--- src/rtl/wb_arbiter_multi_pkg.sv ---
`default_nettype none
// ============================================================================
// Module   : wb_arbiter_multi_pkg
// Purpose  : Shared widths, exception-cause encoding and the per-source
//            writeback record used by the multi-source writeback arbiter.
// Ports    : none (package)
// Revision : 1.0 - initial release
// ============================================================================
package wb_arbiter_multi_pkg;

   localparam int ROB_ENTRY_WIDTH = 5;
   localparam int REGISTER_WIDTH  = 5;
   localparam int DATA_WIDTH      = 32;
   localparam int ADDR_WIDTH      = 32;
   localparam int WB_NUM_SRC      = 3;

   typedef enum logic [3:0] {
      INSTR_MISALIGNED = 4'd0,
      INSTR_FAULT      = 4'd1,
      ILLEGAL_INSTR    = 4'd2,
      BREAKPOINT       = 4'd3,
      LOAD_MISALIGNED  = 4'd4,
      LOAD_FAULT       = 4'd5,
      STORE_MISALIGNED = 4'd6,
      STORE_FAULT      = 4'd7
   } excpt_cause_t;

   // One completed instruction as presented by an execution unit.
   typedef struct packed {
      logic [ROB_ENTRY_WIDTH-1:0] rob_idx;
      logic [REGISTER_WIDTH-1:0]  wr_reg;
      logic [DATA_WIDTH-1:0]      data;
      logic                       reg_wr_en;
      logic                       excpt;
      logic [ADDR_WIDTH-1:0]      tval;
      excpt_cause_t               cause;
   } wb_src_t;

endpackage
`default_nettype wire

--- src/rtl/wb_arbiter_multi_rr_arbiter.sv ---
`default_nettype none
// ============================================================================
// Module   : wb_arbiter_multi_rr_arbiter
// Purpose  : N-way round-robin picker. Scans req_i starting at the internal
//            pointer, wrapping at N-1. The pointer advances past the picked
//            source only when update_i says the pick was actually used.
// Ports    : clk_i, rst_ni (sync, active low), req_i[N], update_i,
//            grant_o[N] (combinational one-hot or zero)
// Revision : 1.0 - initial release
// ============================================================================
module wb_arbiter_multi_rr_arbiter #(
   parameter int N = 3
) (
   input  logic         clk_i,
   input  logic         rst_ni,
   input  logic [N-1:0] req_i,
   input  logic         update_i,
   output logic [N-1:0] grant_o
);

   localparam int PW = (N > 1) ? $clog2(N) : 1;

   logic [PW-1:0] ptr_q, ptr_d;
   logic [PW-1:0] w_win;
   logic          w_found;

   always_comb begin
      int            s;
      logic [PW-1:0] idx;
      grant_o = '0;
      w_win   = ptr_q;
      w_found = 1'b0;
      for (int o = 0; o < N; o++) begin
         s = int'(ptr_q) + o;
         if (s >= N) s = s - N;
         idx = PW'(s);
         if (!w_found && req_i[idx]) begin
            grant_o[idx] = 1'b1;
            w_win        = idx;
            w_found      = 1'b1;
         end
      end
   end

   always_comb begin
      ptr_d = ptr_q;
      if (update_i && w_found) begin
         ptr_d = (w_win == PW'(N - 1)) ? '0 : w_win + 1'b1;
      end
   end

   always_ff @(posedge clk_i) begin
      if (!rst_ni) ptr_q <= '0;
      else         ptr_q <= ptr_d;
   end

endmodule
`default_nettype wire

--- src/rtl/wb_arbiter_multi.sv ---
`default_nettype none
// ============================================================================
// Module   : wb_arbiter_multi
// Purpose  : N-source writeback arbiter feeding the register file and the ROB
//            completion port. Three selection tiers: starved sources first,
//            then fixed-priority sources (lowest index), then round-robin.
//            The winner's record is registered (one cycle after grant).
// Ports    : clk_i, rst_ni (sync, active low), flush_i
//            req_i/reg_wr_en_i/excpt_i [NUM_SRC], flattened per-source
//            rob_idx_i, wr_reg_i, data_i, excpt_tval_i, excpt_cause_i[]
//            grant_o [NUM_SRC] combinational one-hot grant
//            reg_wr_en_o, instr_is_completed_o, instr_with_excpt_o, rob_idx_o,
//            wr_reg_o, data_to_reg_o, instr_excpt_tval_o, instr_excpt_cause_o
// Revision : 1.0 - initial release
// ============================================================================
module wb_arbiter_multi
   import wb_arbiter_multi_pkg::*;
#(
   parameter int                 NUM_SRC         = WB_NUM_SRC,
   parameter logic [NUM_SRC-1:0] FIXED_PRIO_MASK = NUM_SRC'(1),
   parameter int                 STARVE_LIMIT    = 4
) (
   input  logic                                clk_i,
   input  logic                                rst_ni,
   input  logic                                flush_i,
   input  logic [NUM_SRC-1:0]                  req_i,
   input  logic [NUM_SRC-1:0]                  reg_wr_en_i,
   input  logic [NUM_SRC-1:0]                  excpt_i,
   input  logic [NUM_SRC*ROB_ENTRY_WIDTH-1:0]  rob_idx_i,
   input  logic [NUM_SRC*REGISTER_WIDTH-1:0]   wr_reg_i,
   input  logic [NUM_SRC*DATA_WIDTH-1:0]       data_i,
   input  logic [NUM_SRC*ADDR_WIDTH-1:0]       excpt_tval_i,
   input  excpt_cause_t [NUM_SRC-1:0]          excpt_cause_i,
   output logic [NUM_SRC-1:0]                  grant_o,
   output logic                                reg_wr_en_o,
   output logic                                instr_is_completed_o,
   output logic                                instr_with_excpt_o,
   output logic [ROB_ENTRY_WIDTH-1:0]          rob_idx_o,
   output logic [REGISTER_WIDTH-1:0]           wr_reg_o,
   output logic [DATA_WIDTH-1:0]               data_to_reg_o,
   output logic [ADDR_WIDTH-1:0]               instr_excpt_tval_o,
   output excpt_cause_t                        instr_excpt_cause_o
);

   localparam int              CW      = $clog2(STARVE_LIMIT + 1);
   localparam logic [CW-1:0]   C_LIMIT = CW'(STARVE_LIMIT);

   wb_src_t                        w_src [NUM_SRC];
   wb_src_t                        w_sel;
   logic [NUM_SRC-1:0]             w_grant;
   logic [NUM_SRC-1:0]             w_rr_grant;
   logic                           w_tier3;
   logic                           w_found;
   logic [NUM_SRC-1:0][CW-1:0]     starve_q, starve_d;

   logic                           reg_wr_en_q, reg_wr_en_d;
   logic                           completed_q, completed_d;
   logic                           with_excpt_q, with_excpt_d;
   logic [ROB_ENTRY_WIDTH-1:0]     rob_idx_q, rob_idx_d;
   logic [REGISTER_WIDTH-1:0]      wr_reg_q, wr_reg_d;
   logic [DATA_WIDTH-1:0]          data_q, data_d;
   logic [ADDR_WIDTH-1:0]          tval_q, tval_d;
   excpt_cause_t                   cause_q, cause_d;

   // Unpack the flattened per-source buses into records.
   for (genvar gi = 0; gi < NUM_SRC; gi++) begin : g_src
      assign w_src[gi] = '{
         rob_idx:   rob_idx_i[gi*ROB_ENTRY_WIDTH +: ROB_ENTRY_WIDTH],
         wr_reg:    wr_reg_i[gi*REGISTER_WIDTH +: REGISTER_WIDTH],
         data:      data_i[gi*DATA_WIDTH +: DATA_WIDTH],
         reg_wr_en: reg_wr_en_i[gi],
         excpt:     excpt_i[gi],
         tval:      excpt_tval_i[gi*ADDR_WIDTH +: ADDR_WIDTH],
         cause:     excpt_cause_i[gi]
      };
   end

   // Fixed-priority sources never enter the round-robin pool.
   wb_arbiter_multi_rr_arbiter #(
      .N (NUM_SRC)
   ) u_rr (
      .clk_i    (clk_i),
      .rst_ni   (rst_ni),
      .req_i    (req_i & ~FIXED_PRIO_MASK),
      .update_i (w_tier3),
      .grant_o  (w_rr_grant)
   );

   // Tier selection; the rr pointer only moves when tier 3 supplied the winner.
   always_comb begin
      w_grant = '0;
      w_tier3 = 1'b0;
      w_found = 1'b0;
      if (rst_ni && !flush_i) begin
         for (int i = 0; i < NUM_SRC; i++) begin
            if (!w_found && req_i[i] && starve_q[i] == C_LIMIT) begin
               w_grant[i] = 1'b1;
               w_found    = 1'b1;
            end
         end
         for (int i = 0; i < NUM_SRC; i++) begin
            if (!w_found && req_i[i] && FIXED_PRIO_MASK[i]) begin
               w_grant[i] = 1'b1;
               w_found    = 1'b1;
            end
         end
         if (!w_found && (|w_rr_grant)) begin
            w_grant = w_rr_grant;
            w_tier3 = 1'b1;
         end
      end
   end

   assign grant_o = w_grant;

   always_comb begin
      w_sel = '0;
      for (int i = 0; i < NUM_SRC; i++) begin
         if (w_grant[i]) w_sel = w_src[i];
      end
   end

   always_comb begin
      starve_d = starve_q;
      for (int i = 0; i < NUM_SRC; i++) begin
         if (!req_i[i] || w_grant[i] || flush_i) starve_d[i] = '0;
         else if (starve_q[i] != C_LIMIT)         starve_d[i] = starve_q[i] + 1'b1;
      end
   end

   // Excepting instructions go to the ROB as exceptions only: no completion
   // and no register write, but the ROB still needs index/rd/data.
   always_comb begin
      reg_wr_en_d  = 1'b0;
      completed_d  = 1'b0;
      with_excpt_d = 1'b0;
      rob_idx_d    = '0;
      wr_reg_d     = '0;
      data_d       = '0;
      tval_d       = '0;
      cause_d      = excpt_cause_t'(4'd0);
      if (|w_grant) begin
         rob_idx_d = w_sel.rob_idx;
         wr_reg_d  = w_sel.wr_reg;
         data_d    = w_sel.data;
         if (w_sel.excpt) begin
            with_excpt_d = 1'b1;
            tval_d       = w_sel.tval;
            cause_d      = w_sel.cause;
         end else begin
            completed_d = 1'b1;
            reg_wr_en_d = w_sel.reg_wr_en;
         end
      end
   end

   always_ff @(posedge clk_i) begin
      if (!rst_ni) begin
         starve_q     <= '0;
         reg_wr_en_q  <= 1'b0;
         completed_q  <= 1'b0;
         with_excpt_q <= 1'b0;
         rob_idx_q    <= '0;
         wr_reg_q     <= '0;
         data_q       <= '0;
         tval_q       <= '0;
         cause_q      <= excpt_cause_t'(4'd0);
      end else begin
         starve_q     <= starve_d;
         reg_wr_en_q  <= reg_wr_en_d;
         completed_q  <= completed_d;
         with_excpt_q <= with_excpt_d;
         rob_idx_q    <= rob_idx_d;
         wr_reg_q     <= wr_reg_d;
         data_q       <= data_d;
         tval_q       <= tval_d;
         cause_q      <= cause_d;
      end
   end

   assign reg_wr_en_o          = reg_wr_en_q;
   assign instr_is_completed_o = completed_q;
   assign instr_with_excpt_o   = with_excpt_q;
   assign rob_idx_o            = rob_idx_q;
   assign wr_reg_o             = wr_reg_q;
   assign data_to_reg_o        = data_q;
   assign instr_excpt_tval_o   = tval_q;
   assign instr_excpt_cause_o  = cause_q;

endmodule
`default_nettype wire
--- config.mk ---
export PLATFORM = sky130hd
export DESIGN_NAME = wb_arbiter_multi
export DESIGN_NICKNAME = d
export VERILOG_FILES = /design/src/rtl/wb_arbiter_multi_pkg.sv /design/src/rtl/wb_arbiter_multi_rr_arbiter.sv /design/src/rtl/wb_arbiter_multi.sv
export SDC_FILE = /design/constraint.sdc
export NUM_CORES = 1
export LEC_CHECK = 0
export CAP_MARGIN = 20
export CORE_AREA = 2 2 130 132
export CTS_CLUSTER_DIAMETER = 60
export DETAILED_ROUTE_END_ITERATION = 6
export DIE_AREA = 0 0 132 134
export PLACE_DENSITY = 0.67
export SYNTH_ARGS = -nofsm -noshare
export SYNTH_HDL_FRONTEND = slang
export SYNTH_HIERARCHICAL = 1
export SYNTH_SLANG_ARGS = --single-unit
--- constraint.sdc ---
create_clock -name clk_i -period 9.13 [get_ports clk_i]
set_input_delay 1.826 -clock clk_i [delete_from_list [all_inputs] [get_ports clk_i]]
set_output_delay 1.826 -clock clk_i [all_outputs]
set_load 0.02 [all_outputs]
Word level (Yosys, flattened, before mapping) --
Index checks and enable logic that the tools add are counted.
Word-level totals: input bits 246, bits in registers 92, output and inout port bits 84, word-level logic and storage cells 124
Cells by class: multiplexer cells 45, order comparisons 9, equal/unequal tests 7, bitwise operators 4, reductions and logical operators 38, add/sub/neg operators 9
Operator list (count):
- 80-bit two-way mux | 3
- 1-bit two-way mux | 24
- 3-bit two-way mux | 5
- 1-bit logical AND | 14
- 2-bit two-way mux | 7
- 1-bit zero test | 10
- 3-bit by 1-bit adder with 3-bit output, second input constant | 3
- 3-bit equality test, second input constant | 3
- 2-bit by 3-bit less-than comparator with 1-bit output, second input constant | 3
- 3-bit inequality test, second input constant | 3
- 3-bit OR reduction | 3
- 1-bit binary-select mux with 2-bit select | 3
- 1-bit demux with 2-bit select | 3
- 2-bit by 1-bit greater-or-equal comparator with 1-bit output, second input constant | 3
- 3-bit by 2-bit greater-or-equal comparator with 1-bit output, second input constant | 2
- 1-bit logical OR | 6
- 3-bit bitwise OR | 2
- 2-bit OR reduction | 3
- 2-bit by 1-bit subtractor with 2-bit output, second input constant | 2
- 2-bit by 1-bit adder with 3-bit output, second input constant | 1
- 2-bit by 2-bit adder with 3-bit output, second input constant | 1
- 3-bit AND reduction | 1
- 2-bit by 1-bit adder with 2-bit output, second input constant | 1
- 2-bit equality test, second input constant | 1
- other kinds (4) | 5

Depth between registers and ports, before layout --
Gate-level depths: netlist of run 1.
depth after elaboration 26, gate-level depth with buffers 15, depth with buffers taken out 12

By module --
Netlist of run 1, hierarchy kept.
By module, submodules not included:
- wb_arbiter_multi | cells each 445, times used 1, sequential area each 1801.7 um^2, area each 4007.6 um^2
- wb_arbiter_multi_rr_arbiter | cells each 70, times used 1, sequential area each 40.0 um^2, area each 511.7 um^2

Least setup slack after synthesis of run 1 --
No wires, ideal clock.
path kind in2out, start point input req_i[1], end point output grant_o[1], data arrival time 3.717 ns, slack 3.587 ns, buffers on the path 2, cell stages on the path 8, data required time 7.304 ns, cell sequence mux2_2 a22o_1 o21ai_0 nand2b_1 o22ai_1 and2_1 clkbuf_1 clkbuf_1
Between the ends: elaborated cells between the ends (all ways) 36, classes of those cells 20 x mux; 2 x bitwise; 14 x reduce/logical
RTL lines:
- start: declaration | line wb_arbiter_multi.sv:26 | input logic [NUM_SRC-1:0] req_i,
- 1-bit binary-select mux with 2-bit select | line wb_arbiter_multi_rr_arbiter.sv:37 | if (!w_found && req_i[idx]) begin
- 1-bit two-way mux (not written as such) | line wb_arbiter_multi_rr_arbiter.sv:37
- 1-bit two-way mux | line wb_arbiter_multi_rr_arbiter.sv:37
- 1-bit zero test | line wb_arbiter_multi_rr_arbiter.sv:37
- 1-bit logical AND | line wb_arbiter_multi_rr_arbiter.sv:37
- 1-bit two-way mux | line wb_arbiter_multi_rr_arbiter.sv:37
- 1-bit zero test | line wb_arbiter_multi_rr_arbiter.sv:37
- 1-bit logical AND | line wb_arbiter_multi_rr_arbiter.sv:37
- 3-bit two-way mux * | line wb_arbiter_multi_rr_arbiter.sv:37
- via w_rr_grant[1] | line wb_arbiter_multi.sv:51 | logic [NUM_SRC-1:0] w_rr_grant;
- 3-bit OR reduction | line wb_arbiter_multi.sv:107 | if (!w_found && (|w_rr_grant)) begin
- 1-bit logical AND | line wb_arbiter_multi.sv:107
- 3-bit two-way mux * | line wb_arbiter_multi.sv:107
- 3-bit two-way mux * | line wb_arbiter_multi.sv:94 | if (rst_ni && !flush_i) begin
- end: declaration | line wb_arbiter_multi.sv:34 | output logic [NUM_SRC-1:0] grant_o,
The timed path passes the listed nets; every way through them passes the cells marked *. The select of a mux whose other input is x is not followed.

Final worst setup path of run 1 --
start point input req_i[2], end point output grant_o[1]
The elaborated chain is that of the path after synthesis.

==> out/results.tsv, run 1 <==
metric	value	unit
fp.coreArea	16290	um^2
synth-seq-cells	92	
layout_min_cycle_time	6.806	ns
fin_skew	0.009109	ns
antenna_found_initial	0	
ctsHoldBuffers	0	
synth_compound_area_share	29.60	%
synth_top_family_by_area	compound AO/OA/AOI/OAI gates	
cts_setup_buffers	0	
finalWirelength	17890	um
grt_pass1_wl	27480	um
end_kind	output port	
rsz0062_at_grt	false	
slew_violations	0	
leakagePower	0.003132	uW
hold_viol_final	0	
yosysSeqAreaShare	40.75	%
seqPwrFrac	37.6	%
io_buffers	329	
h-tree-depth	3	
grtUsageTotal	19.63	%
maxCapViolCount	0	
setup_violations	0	
die_w	132	um
wl_per_cell	17.07	um
hpwl	13370	um
avgSynthCellArea	8.775	um^2
cts_tree	built	
period_share	74.55	%
ys.flop_type	dfxtp_1	
muxShareOfSynthArea	0.6921	%
synth.cell_area	4519	um^2
n_antenna_cell	0	
die_h	134	um
clk_pin_slew	0.06	ns
synth_simple_gate_area_share	16.47	%
fin_nets	1080	
slew_headroom	43.59	%
root_buffer	clkbuf_16	
numCtsBuffers	9	
crit_type	primary input to output port	
seqCellArea	1842	um^2
first_pass_iters	4	
via_per_inst	4.922	
p_sw	278.5	uW
power_density	135.8	nW/um^2
crit_fanout	43	
io_pins	330	
grt_max_degree	86	
rows	47	
postLayoutSetupSlackWorst	2.324	ns
clock-sinks	92	
comb_power_share	24.1	%
place_ws	2.321	ns
arrival	4.98	ns
drc	0	
synth_fa_ha_area_share	2.769	%
clockBufferDepth	2	
drtIter0Drc	223	
internal-power	852.7	uW
ys_warn_count	6	
power.total	1131	uW
synth_enable_flop_cells	0	
synth_cell_type_count	56	
n_fill_cell	1584	
grt-ovfl-total	0	
routabilityCongestion	0.8719	
ys_async_sr_fraction	0	%
hold_class	register to register	
p_sw_share	24.62	%
via_count	5158	
cts_resized	0	
postRouteAntennaNets	0	
die_area	17690	um^2
cp.required	7.30	ns
crit_path_start_kind	primary input	
clk_latency	0.34	ns
worst_pin_slew	0.8462	ns
fmax	146.9	MHz
initial_core_util	27.74	%
peakVddDrop	0.00007730	V
first_global_vias	5112	
status	complete, no violations	
p_clk_share	38.2	%
synth-xor-area-share	0.3876	%
multi_input_area	2311	um^2
syn_to_final_growth	84.33	%
tns	0	ns
drive_gt1_share	8.333	%
synthCells	515	
## area by class of cell
class	instances	share of cell area (%)
Timing Repair Buffer	337	40.25
Multi-Input combinational cell	328	27.74
Sequential cell	92	22.11
Tap cell	220	3.304
Clock buffer	10	2.869
Inverter	56	2.523
Clock inverter	5	1.202
## cells in the mapped netlist (all sizes together) (3+ instances only)
cell	n	area, um^2
buf	12	82.57
o22ai	3	18.77
dfxtp	92	1842
nand2	16	60.06
inv	56	210.2
nand2b	4	25.02
nor4	3	25.02
and2	3	21.27
a21oi	84	424.2
nor2	19	71.32
a221oi	79	691.9
o21ai	5	25.02
clkbuf	33	125.1
ha	10	125.1
nand3	9	45.04
a21boi	4	30.03
nor3	43	365.4
## path summary, 6_finish.rpt
| kind | cells after the start | end | start | slack, ns |
|---|---|---|---|---|
| setup reg to reg | 14 | instr_excpt_tval_o[30] | u_rr/ptr_q[1] | 5.47 |
| setup / recovery | 11 | grant_o[1] | req_i[2] | 2.32 |
| hold reg to reg | 1 | starve_q[0] | starve_q[0] | 0.46 |
| hold / removal | 1 | starve_q[0] | starve_q[0] | 0.46 |
## metal layers
layer | vias to the layer above | share of wire, % | wire, um | global-route usage, %
li1 | 2522 | - | - | -
met1 | 2397 | 41 | 7312 | 23.12
met2 | 223 | 49 | 8730 | 33.74
met3 | 16 | 8.8 | 1583 | 6.803
met4 | 0 | 1.5 | 266 | 5.918
met5 | - | 0 | 0 | 0
## power groups by stage
stage	Sequential (uW)	Combinational [uW]	Clock, uW
detailed placement	435	274	0
finish	426	273	433
global placement	435	273	0
CTS	426	275	445
floorplan	457	85.2	0
global route	427	292	459
## state kept, by name (all words and copies together), names as in the netlist
name / cells
u_rr/ptr_q: 2
data_to_reg_o: 32
starve_q: 9
instr_with_excpt_o: 1
reg_wr_en_o: 1
instr_excpt_cause_o: 4
instr_excpt_tval_o: 32
wr_reg_o: 5
rob_idx_o: 5
instr_is_completed_o: 1
## metrics by stage
stage	utilization, %	cells	instance area (um^2)	hold slack (ns)
3_5_place_dp	49.06	1033	7991	0.4405
2_1_floorplan	-	521	4542	0.4173
5_1_grt	51.14	1048	8330	0.5171
4_1_cts	51.14	1048	8330	0.4495
3_3_place_gp	49.06	1033	7991	0.4359
6_report	51.14	1048	8330	0.4567
## critical path: stages
cell and delay [ns]:
clkdlybuf4s50_1 0.56, nand2_1 0.20, o21ai_0 0.10, o32ai_1 0.34, a21boi_0 0.13, o21ai_0 0.30, nand2b_1 0.13, o22ai_2 0.14
and2_1 0.15, buf_4 0.40, clkdlybuf4s50_1 0.70
## cells in the final DEF (no fill, tap or decap), types with 3 or more instances in the layout
cell type / count
clkdlybuf4s50_1: 329
dfxtp_1: 92
a21oi_1: 83
a221oi_1: 79
inv_1: 56
nor3_2: 30
nor2_1: 18
nand2_1: 16
nor3_1: 12
ha_1: 10
nand3_1: 9
clkbuf_16: 9
buf_4: 8
conb_1: 7
o21ai_0: 5
nand2b_1: 4
bufinv_16: 3
a21boi_0: 3
## cells by family (layout without fill, tap and decap cells)
logic type               after synthesis  after routing
flip-flops                            92             92
adder cells (fa/ha/maj)               10             10
XOR/XNOR                               2              2
AND/OR/NAND/NOR                      114            114
multiplexers                           3              3
buffers and inverters                101            408
AO/OA/AOI/OAI                        192            192
other                                  1              7
No activity file was read; power rests on OpenSTA's default activity.
==> run 2: changes to the inputs <==
Settings changed: CORE_AREA 2 2 130 132 to 2 2 128 130, DIE_AREA 0 0 132 134 to 0 0 130 132, PLACE_DENSITY 0.67 to 0.72.
Clock period 9.13 ns to 5.7 ns, I/O delays scaled along.
==> run 2 against run 1 <==
Wire length down 4.0%. Sequential share of layout area up 0.11 points. Highest routed layer unchanged. Utilization up 1.6 points. Total power up 49%. Critical endpoint unchanged. Register-to-register slack worse by 3.5 ns. Largest power group is now sequential cells.
==> out/results.tsv, run 2 (synthesis gave the netlist of run 1 again) <==
metric	value	unit
crit_fanout	9	
via_per_inst	4.937	
drc	0	
first_global_vias	4994	
initial_core_util	28.76	%
drive_gt1_share	8.654	%
max_stage_delay	0.62	ns
grtUsageTotal	19.28	%
cp_top_family	buffers and inverters	
path_buf_inv	2	
rows	46	
via_count	5174	
n_antenna_cell	0	
ctsHoldBuffers	0	
hold_class	register to register	
clock-sinks	92	
antenna_found_initial	0	
fin_nets	1083	
io_pins	330	
rsz0062_at_grt	false	
first_pass_iters	4	
routabilityCongestion	0.8113	
finalWirelength	17180	um
die_w	130	um
io_buffers	329	
crit_path_start_kind	primary input	
wl_per_cell	16.39	um
tns	0	ns
h-tree-depth	3	
postLayoutSetupSlackWorst	0.7115	ns
grt_pass1_wl	25980	um
period_share	87.52	%
hold_viol_final	0	
fin_skew	0.01158	ns
cp.required	4.56	ns
path_depth	10	
cts_tree	built	
maxCapViolCount	0	
power_density	203.4	nW/um^2
fmax	200.5	MHz
status	complete, no violations	
grt-ovfl-total	0	
end_kind	output port	
die_h	132	um
crit_type	primary input to output port	
clk_pin_slew	0.06	ns
numCtsBuffers	9	
drtIter0Drc	244	
holdPathStages	1	
cts_setup_buffers	0	
cts_resized	0	
slew_violations	0	
hpwl	13180	um
layout_common_cells	329 x clkdlybuf4s50_1, 92 x dfxtp_1, 83 x a21oi_1	
slew_headroom	47.36	%
layout_min_cycle_time	4.988	ns
crit_slowest_cell	clkdlybuf4s50_1	
peakVddDrop	0.0001231	V
clockBufferDepth	2	
worst_pin_slew	0.7897	ns
clk_latency	0.34	ns
path_cells	clkdlybuf4s50_1, nand2_1, o21ai_0, o32ai_1, a21boi_0, o21ai_0, nand2b_1, o22ai_2, and2_1, clkdlybuf4s50_1	
die_area	17160	um^2
arrival	3.85	ns
root_buffer	clkbuf_16	
setup_violations	0	
grt_max_degree	85	
place_ws	0.7250	ns
leakagePower	0.003109	uW
postRouteAntennaNets	0	
syn_to_final_growth	83.42	%
final_core_utilization	52.76	%
n_fill_cell	1479	
layout_commonest_cell	clkdlybuf4s50_1	
fp.coreArea	15710	um^2
r2r_cells	14	
run 2: where the power goes:
group	total, uW	switching (uW)	leakage, uW	internal [uW]
Combinational	439	182	0.00223	258
Clock	566	257	0.000132	309
Sequential	681	8.19	0.000750	672
Total	1690	447	0.00311	1240
run 2: worst reg2reg max path, cell delays in order, from the launching register on:
cell and delay, ns:
dfxtp_1 0.41, inv_1 0.10, ha_1 0.35, nand2_1 0.21, o21ai_0 0.10, o32ai_1 0.35, a21boi_0 0.13, o21ai_0 0.29
nand2b_1 0.13, o22ai_2 0.14, buf_4 0.40, nand2_1 0.15, a31o_2 0.44, buf_4 0.28, nor3_2 0.19
run 2: cell type report:
cell class | instances | area, um^2 | share of cell area, %
Sequential cell | 92 | 1842 | 22.22
Timing Repair Buffer | 340 | 3376 | 40.72
Multi-Input combinational cell | 328 | 2311 | 27.88
Clock inverter | 5 | 37.54 | 0.4528
Tap cell | 216 | 270.3 | 3.260
Clock buffer | 11 | 242.7 | 2.928
Inverter | 56 | 210.2 | 2.536
run 2: stage by stage:
stage                     cells  cell area, um^2  power, uW  hold WS, ns
after floorplan             521             4542      868.7       0.4173
after global placement     1032             8009       1133       0.4283
after detailed placement   1032             8009       1136       0.4353
after CTS                  1048             8289       1712       0.4500
after global routing       1048             8289       1772       0.4830
final                      1048             8289       1686       0.4467
run 2: path summary, 6_finish.rpt:
path,startpoint,end,slack (ns)
setup / recovery,req_i[2],grant_o[1],0.71
hold / removal,starve_q[0],starve_q[0],0.45
setup reg to reg,u_rr/ptr_q[1],instr_excpt_tval_o[15],1.96
hold reg to reg,starve_q[0],starve_q[0],0.45
run 2: per-layer routing:
metal,part of all wire [%],global-route usage (%)
met3,11,6.940
met4,2.2,6.511
met5,0,0
met2,50,33.80
met1,38,21.39
